## config.mk

```make
export PLATFORM = sky130hd
export DESIGN_NAME = event_byte_serializer_flat
export DESIGN_NICKNAME = d
export VERILOG_FILES = /design/src/rtl/event_byte_serializer_if.sv /design/src/rtl/event_byte_serializer.sv /design/src/flat_wrapper.sv
export SDC_FILE = /design/constraint.sdc
export NUM_CORES = 1
export LEC_CHECK = 0
export CORE_ASPECT_RATIO = 1.5
export CORE_UTILIZATION = 36
export DETAILED_ROUTE_END_ITERATION = 6
export SETUP_SLACK_MARGIN = 0.05
export SLEW_MARGIN = 20
export SYNTH_ARGS = -nofsm -noshare
export SYNTH_HDL_FRONTEND = slang
export SYNTH_SLANG_ARGS = --single-unit
```

## constraint.sdc

```tcl
create_clock -name clk -period 5.45 [get_ports clk]
set_input_delay 1.3625 -clock clk [delete_from_list [all_inputs] [get_ports clk]]
set_output_delay 1.3625 -clock clk [all_outputs]
set_load 0.01 [all_outputs]
```

## src/rtl/event_byte_serializer_if.sv

```systemverilog
// ----------------------------------------------------------------------------
// event_byte_serializer_if
// Purpose : bundles the event-tuple input handshake and the byte-stream output
//           handshake of the event byte serializer.
// Signals :
//   in_valid / in_ready : tuple handshake (producer -> serializer)
//   x, y, t (16b), p    : event tuple
//   out_valid/out_ready : byte handshake (serializer -> downstream)
//   out_data (8b)       : packet byte
//   out_last            : marks the final byte of a packet
// Modports:
//   slave  : the serializer's view
//   master : the surrounding logic's view (drives tuple and out_ready)
// ----------------------------------------------------------------------------
interface event_byte_serializer_if;
  logic        in_valid;
  logic        in_ready;
  logic [15:0] x;
  logic [15:0] y;
  logic [15:0] t;
  logic        p;
  logic        out_valid;
  logic        out_ready;
  logic [7:0]  out_data;
  logic        out_last;

  modport slave (
    input  in_valid, x, y, t, p, out_ready,
    output in_ready, out_valid, out_data, out_last
  );

  modport master (
    output in_valid, x, y, t, p, out_ready,
    input  in_ready, out_valid, out_data, out_last
  );
endinterface

```

## src/rtl/event_byte_serializer.sv

```systemverilog
// ----------------------------------------------------------------------------
// event_byte_serializer
// Purpose : accepts one event tuple {x,y,t,p} and emits it as a framed byte
//           packet: header {HDR_SYNC,p}, x, y, t (MSB first), then an optional
//           XOR checksum of the seven preceding bytes.
// Ports   :
//   clk        system clock, all state on rising edge
//   rst        asynchronous, active-high reset
//   bus        event_byte_serializer_if.slave (tuple in, byte stream out)
//   busy       packet in flight
//   pkt_count  packets fully transmitted, wraps 16'hFFFF -> 0
// ----------------------------------------------------------------------------
module event_byte_serializer #(
  parameter logic [6:0] HDR_SYNC    = 7'h55,
  parameter bit         EN_CHECKSUM = 1'b1
) (
  input  logic                     clk,
  input  logic                     rst,
  event_byte_serializer_if.slave   bus,
  output logic                     busy,
  output logic [15:0]              pkt_count
);

  // Index of the final byte: 7 with checksum, 6 without.
  localparam logic [2:0] LAST_IDX = EN_CHECKSUM ? 3'd7 : 3'd6;

  typedef enum logic {
    ST_IDLE = 1'b0,
    ST_SEND = 1'b1
  } state_t;

  state_t      r_state;
  logic [2:0]  r_idx;
  logic [48:0] r_tuple;      // {x[48:33], y[32:17], t[16:1], p[0]}
  logic [7:0]  r_out_data;
  logic        r_out_valid;
  logic        r_out_last;
  logic        r_busy;
  logic [15:0] r_pkt_count;

  logic [48:0] w_in_tuple;
  logic        w_last_take;
  logic        w_in_ready;
  logic        w_accept;

  // XOR of header and the six coordinate/timestamp bytes of a tuple.
  function automatic logic [7:0] tuple_checksum(input logic [48:0] tup);
    return {HDR_SYNC, tup[0]} ^ tup[48:41] ^ tup[40:33] ^ tup[32:25] ^
           tup[24:17] ^ tup[16:9] ^ tup[8:1];
  endfunction

  // Byte map of a packet, selected by byte index.
  function automatic logic [7:0] tuple_byte(input logic [48:0] tup,
                                            input logic [2:0]  idx);
    logic [7:0] b;
    case (idx)
      3'd0:    b = {HDR_SYNC, tup[0]};
      3'd1:    b = tup[48:41];
      3'd2:    b = tup[40:33];
      3'd3:    b = tup[32:25];
      3'd4:    b = tup[24:17];
      3'd5:    b = tup[16:9];
      3'd6:    b = tup[8:1];
      3'd7:    b = tuple_checksum(tup);
      default: b = 8'h00;
    endcase
    return b;
  endfunction

  assign w_in_tuple  = {bus.x, bus.y, bus.t, bus.p};
  // Final byte is leaving this cycle, so a new tuple can be taken without a bubble.
  assign w_last_take = (r_state == ST_SEND) && (r_idx == LAST_IDX) && bus.out_ready;
  // Combinational out_ready -> in_ready path; forced low while reset is held.
  assign w_in_ready  = !rst && ((r_state == ST_IDLE) || w_last_take);
  assign w_accept    = bus.in_valid && w_in_ready;

  assign bus.in_ready  = w_in_ready;
  assign bus.out_valid = r_out_valid;
  assign bus.out_data  = r_out_data;
  assign bus.out_last  = r_out_last;
  assign busy          = r_busy;
  assign pkt_count     = r_pkt_count;

  // Packet FSM: tuple capture, byte sequencing and registered stream outputs.
  always_ff @(posedge clk or posedge rst) begin
    if (rst) begin
      r_state     <= ST_IDLE;
      r_idx       <= 3'd0;
      r_tuple     <= 49'd0;
      r_out_data  <= 8'h00;
      r_out_valid <= 1'b0;
      r_out_last  <= 1'b0;
      r_busy      <= 1'b0;
      r_pkt_count <= 16'd0;
    end else begin
      case (r_state)
        ST_IDLE: begin
          if (w_accept) begin
            r_tuple     <= w_in_tuple;
            r_state     <= ST_SEND;
            r_idx       <= 3'd0;
            r_out_data  <= tuple_byte(w_in_tuple, 3'd0);
            r_out_valid <= 1'b1;
            r_out_last  <= 1'b0;
            r_busy      <= 1'b1;
          end else begin
            r_out_valid <= 1'b0;
            r_out_last  <= 1'b0;
            r_busy      <= 1'b0;
          end
        end

        ST_SEND: begin
          // Without out_ready everything holds, keeping the byte stable under stall.
          if (bus.out_ready) begin
            if (r_idx == LAST_IDX) begin
              r_pkt_count <= r_pkt_count + 16'd1;
              if (w_accept) begin
                // Back-to-back: next packet header follows directly.
                r_tuple     <= w_in_tuple;
                r_idx       <= 3'd0;
                r_out_data  <= tuple_byte(w_in_tuple, 3'd0);
                r_out_valid <= 1'b1;
                r_out_last  <= 1'b0;
                r_busy      <= 1'b1;
              end else begin
                r_state     <= ST_IDLE;
                r_idx       <= 3'd0;
                r_out_valid <= 1'b0;
                r_out_last  <= 1'b0;
                r_busy      <= 1'b0;
              end
            end else begin
              r_idx       <= r_idx + 3'd1;
              r_out_data  <= tuple_byte(r_tuple, r_idx + 3'd1);
              r_out_last  <= ((r_idx + 3'd1) == LAST_IDX);
            end
          end
        end

        default: begin
          r_state     <= ST_IDLE;
          r_idx       <= 3'd0;
          r_out_valid <= 1'b0;
          r_out_last  <= 1'b0;
          r_busy      <= 1'b0;
        end
      endcase
    end
  end

endmodule

```

## src/flat_wrapper.sv

```systemverilog
// flat-port wrapper written by rule: the top's interface ports become plain ports
module event_byte_serializer_flat 
#(
  parameter logic [6:0] HDR_SYNC    = 7'h55,
  parameter bit         EN_CHECKSUM = 1'b1
)
  (clk, rst, busy, pkt_count, bus_in_valid, bus_x, bus_y, bus_t, bus_p, bus_out_ready, bus_in_ready, bus_out_valid, bus_out_data, bus_out_last);
  event_byte_serializer_if bus_i ();
  input  logic clk;
  input  logic rst;
  output logic busy;
  output logic [15:0] pkt_count;
  input wire logic [$bits(bus_i.in_valid)-1:0] bus_in_valid;
  input wire logic [$bits(bus_i.x)-1:0] bus_x;
  input wire logic [$bits(bus_i.y)-1:0] bus_y;
  input wire logic [$bits(bus_i.t)-1:0] bus_t;
  input wire logic [$bits(bus_i.p)-1:0] bus_p;
  input wire logic [$bits(bus_i.out_ready)-1:0] bus_out_ready;
  output wire logic [$bits(bus_i.in_ready)-1:0] bus_in_ready;
  output wire logic [$bits(bus_i.out_valid)-1:0] bus_out_valid;
  output wire logic [$bits(bus_i.out_data)-1:0] bus_out_data;
  output wire logic [$bits(bus_i.out_last)-1:0] bus_out_last;
  assign bus_i.in_valid = bus_in_valid;
  assign bus_i.x = bus_x;
  assign bus_i.y = bus_y;
  assign bus_i.t = bus_t;
  assign bus_i.p = bus_p;
  assign bus_i.out_ready = bus_out_ready;
  assign bus_in_ready = bus_i.in_ready;
  assign bus_out_valid = bus_i.out_valid;
  assign bus_out_data = bus_i.out_data;
  assign bus_out_last = bus_i.out_last;
  event_byte_serializer #(.HDR_SYNC(HDR_SYNC), .EN_CHECKSUM(EN_CHECKSUM)) u_core (.clk(clk), .rst(rst), .bus(bus_i), .busy(busy), .pkt_count(pkt_count));
endmodule
```

== Word level (Yosys, flattened, before mapping) ==
Cells that the tools add are included.

* $add $sub $neg: 2
* Reductions and logical operators: 10
* Multiplexer cells: 23
* Bitwise operators: 7
* Equality and inequality tests: 11

{| class="wikitable"
|+ Operators by type and width
! kind !! count
|-
| two-way mux 49 bit || 3
|-
| case mux 49 bit (2 select lines) || 1
|-
| case mux 8 bit (8 select lines) || 1
|-
| XOR 8 bit || 6
|-
| two-way mux 8 bit || 3
|-
| adder 16 x 1 -> 16 bit (second input constant) || 1
|-
| case mux 8 bit (2 select lines) || 1
|-
| equality test 3 bit (second input constant) || 5
|-
| two-way mux 3 bit || 3
|-
| two-way mux 1 bit || 7
|-
| equality test 3 x 2 -> 1 bit (second input constant) || 2
|-
| case mux 1 bit (2 select lines) || 3
|-
| case mux 3 bit (2 select lines) || 1
|-
| logical AND 1 bit || 4
|-
| inequality test 2 bit (second input constant) || 2
|-
| AND reduction 2 bit || 2
|-
| adder 3 x 1 -> 3 bit (second input constant) || 1
|-
| equality test 3 x 1 -> 1 bit (second input constant) || 1
|-
| zero test 3 bit || 1
|-
| AND reduction 3 bit || 1
|-
| inequality test 2 x 1 -> 1 bit (second input constant) || 1
|-
| zero test 1 bit || 1
|-
| logical OR 1 bit || 1
|-
| inverter 1 bit || 1
|}

* Bits of input ports: 53
* Register bits after elaboration: 79
* Word-level logic and storage cells: 60

== Longest topological paths before layout ==
* Word-level depth: 10
* Gate-level depth with buffers: 8
* Mapped depth without buffers: 6

== Worst setup path before layout ==
Ideal clock, no wire load.

* Path type: input port to output port
* Start: input bus_out_ready
* End: output bus_in_ready
* Path buffers: 1
* Stages on the path: 3
* Setup slack: 2256 ps
* Data arrival time: 1832 ps
* Cell sequence: buf_4 a21boi_1 nor2_1

* Cells in the longest elaborated chain, start to end: 3

{| class="wikitable"
|+ RTL lines
! element !! line !! text
|-
| start, declared || flat_wrapper.sv:18 || <nowiki>input wire logic [$bits(bus_i.out_ready)-1:0] bus_out_ready;</nowiki>
|-
| logical AND 1 bit || event_byte_serializer.sv:72 || <nowiki>assign w_last_take = (r_state == ST_SEND) && (r_idx == LAST_IDX) && bus.out_ready;</nowiki>
|-
| logical OR 1 bit || event_byte_serializer.sv:74 || <nowiki>assign w_in_ready = !rst && ((r_state == ST_IDLE) || w_last_take);</nowiki>
|-
| logical AND 1 bit || event_byte_serializer.sv:74 ||
|-
| end, declared || flat_wrapper.sv:19 || <nowiki>output wire logic [$bits(bus_i.in_ready)-1:0] bus_in_ready;</nowiki>
|}

No other way between the ends.

== Worst setup path in the final report ==
Ends and elaborated chain as after synthesis.

==> flow_metrics.env <==
export IMPL_routed_top_layer="met4"
export IMPL_start_kind="primary input"
export IMPL_portBuffers=80
export IMPL_synth_area_leaders="dfrtp_1 (49%), nand2_1 (15%), xnor2_1 (6.1%)"
export IMPL_period_minus_slack_ns=4.28
export IMPL_critPathKind="in -> out"
export IMPL_cts_sinks=79
export IMPL_synth_area_um2=4020
export IMPL_clockBufferDepth=2
export IMPL_synthTopCellsByCount="nand2_1 (159), dfrtp_1 (79), xnor2_1 (28), buf_2 (14), nand3_1 (13)"
export IMPL_cts_resized=0
export IMPL_cap_violations=0
export IMPL_synthFlopType="dfrtp_1"
export IMPL_ir_drop_mv=0.232
export IMPL_yosys_register_bits=79
export IMPL_placed_cells=622
export IMPL_vias_per_cell=4.86
export IMPL_required_ns=4.09
export IMPL_grtUsageTotal=0.173
export IMPL_synthCells=419
export IMPL_setup_violations=0
export IMPL_synthArstFlopShare=1.00
export IMPL_synth_most_common_cell="nand2_1"
export IMPL_clock_skew_final_ns=0.00574
export IMPL_syn_area_per_cell_um2=9.59
export IMPL_clk_latency_ns=0.34
export IMPL_status="finished clean"
export IMPL_hold_buffers=0
export IMPL_overflow=0
export IMPL_syn_to_final_growth_pct=30.4
export IMPL_fin_cells=637
export IMPL_worst_slew_pin_slew_ns=1.04
export IMPL_rsz0062_at_grt="false"
export IMPL_fill_cells=1086
export IMPL_drcViolationCount=0
export IMPL_drt_iter0_markers=126
export IMPL_num_vias=3094
export IMPL_relSlewSlack=0.306
export IMPL_dpl_hpwl_mm=6.36
export IMPL_grt_pass1_wl_mm=15.3
export IMPL_yosys_area_top_type="dfrtp_1"
export IMPL_end_kind="primary output"
export IMPL_ys_types=39
export IMPL_place_area_um2=4910
export IMPL_cts_root_buffer="clkbuf_16"
export IMPL_hold_violations=0
export IMPL_met3_length_um=278
export IMPL_pre_cts_ws_ns=1.18
export IMPL_wl_per_cell_um=14.3
export IMPL_nNetsFinal=549
export IMPL_worstHoldPathType="reg -> reg"
export IMPL_initial_core_util=0.375
export IMPL_cts_htree_levels=3
export IMPL_setup_tns_ns=0
export IMPL_cts_made_buffers=9
export IMPL_post_cts_setup_buffers=0
export IMPL_n_antenna_cell=0
export IMPL_die_y_um=131
export IMPL_rows=46
export IMPL_coreArea_um2=10700
export IMPL_netlist_area_leader_share=0.492
export IMPL_grt_pass1_vias=3175
export IMPL_die_area_um2=11600
export IMPL_antenna_found_initial=0
export IMPL_gp_congestion=0.756
export IMPL_ant_nets=0
export IMPL_wl_mm=9.12
export IMPL_drive_gt1_frac=0.0507
export IMPL_cp_arrival_ns=2.92
export IMPL_finalWorstSetupSlack_ns=1.17
export IMPL_maxSlewViolCount=0
export IMPL_first_pass_iters=7
export IMPL_cts_tree="yes"
export IMPL_path_clk_slew_ns=0.05
export IMPL_num_io_pins=81
export IMPL_p_leak_nw=2.47
export IMPL_period_share=0.785
export IMPL_power_density_nw_per_um2=573
export IMPL_synth_warning_count=0
export IMPL_grt_max_degree=59
export IMPL_crit_fanout=8
export IMPL_fin_area_um2=5240
export IMPL_die_w_um=88.2
export IMPL_wl_met2_mm=4.91
export IMPL_synth_edff_count=0
export IMPL_synth_nets=479
export IMPL_max_freq_mhz=234
export IMPL_synth_seq_area_share=0.492
export IMPL_wirelength_met1_mm=3.78
export IMPL_final_util=0.489
-- power by group --
group	switching, W	leakage (nW)	internal (W)
clock network	0.000226	0.165	0.000435
logic	0.000581	1.31	0.000730
registers	0.000219	0.991	0.000810
total	0.00103	2.47	0.00198
-- flip-flops by register name, summed over array words and instances (netlist names) --
name and cells:
u_core.bus.out_data 8, u_core.bus.out_last 1, u_core.bus.out_valid 1, u_core.pkt_count 16
u_core.r_idx 3, u_core.r_state 1, u_core.r_tuple 49
-- cells in the final DEF, fill, tap and decap left out, types with 3 or more instances in the layout --
cell             count
nand2_1            159
clkdlybuf4s50_1     80
dfrtp_1             79
xnor2_1             28
nand3_1             13
xor2_1              10
inv_1                9
mux2i_1              9
nor2_1               9
xnor3_1              9
clkbuf_16            9
a21oi_1              8
ha_1                 7
a222oi_1             6
a22oi_1              5
o21ai_0              4
nor3_1               4
nand4_1              3
nand2b_1             3
o32a_1               3
o22ai_1              3
a221oi_1             3
clkbuf_8             3
-- worst max-delay path, cell delays in order --
cell	delay [ns]
clkdlybuf4s50_1	0.56
a21boi_1	0.43
nor2_1	0.07
clkdlybuf4s50_1	0.49
-- metrics by stage --
stage | power (W) | hold WS (ns)
floorplan | 0.00201 | 0.470
global placement | 0.00232 | 0.461
detailed placement | 0.00236 | 0.472
CTS | 0.00303 | 0.483
global route | 0.00321 | 0.516
finish | 0.00300 | 0.470
-- final cells by class --
class,instances,area [um^2],area share
well taps,144,180,0.0344
inverters,10,40.0,0.00764
clock buffers,12,267,0.0509
repair buffers,82,816,0.156
clock inverters,3,65.1,0.0124
flip-flops and latches,79,1980,0.377
multi-input cells,307,1890,0.362
-- per-layer routing --
metal,vias to the layer above,track usage
li1,1531,-
met4,0,0.0717
met2,68,0.308
met1,1485,0.197
met3,10,0.0327
met5,-,0
-- cell families after synthesis --
group | Yosys count | share of synthesized area
xor+xnor | 47 | 0.133
mux | 10 | 0.0252
simple gates | 204 | 0.215
compound gates | 39 | 0.0741
buf+inv | 33 | 0.0380
fa+ha+maj | 7 | 0.0218
flops | 79 | 0.492
-- worst paths after layout --
kind                                                        from                            endpoint  slack, ns  cells after the start
worst min-delay path            u_core.pkt_count[15]$_DFFE_PP0P_    u_core.pkt_count[15]$_DFFE_PP0P_       0.47                      1
worst max register to register       u_core.r_idx[0]$_DFFE_PP0P_  u_core.bus.out_data[7]$_DFFE_PP0P_       2.69                      5
worst min register to register  u_core.pkt_count[15]$_DFFE_PP0P_    u_core.pkt_count[15]$_DFFE_PP0P_       0.47                      1
worst max-delay path                               bus_out_ready                        bus_in_ready       1.17                      4
max in group asynchronous                                    rst         u_core.r_idx[1]$_DFFE_PP0P_       3.11                      3
min in group asynchronous                                    rst    u_core.bus.out_valid$_DFFE_PP0P_       1.56                      2
No activity file was read; power rests on OpenSTA's default activity.
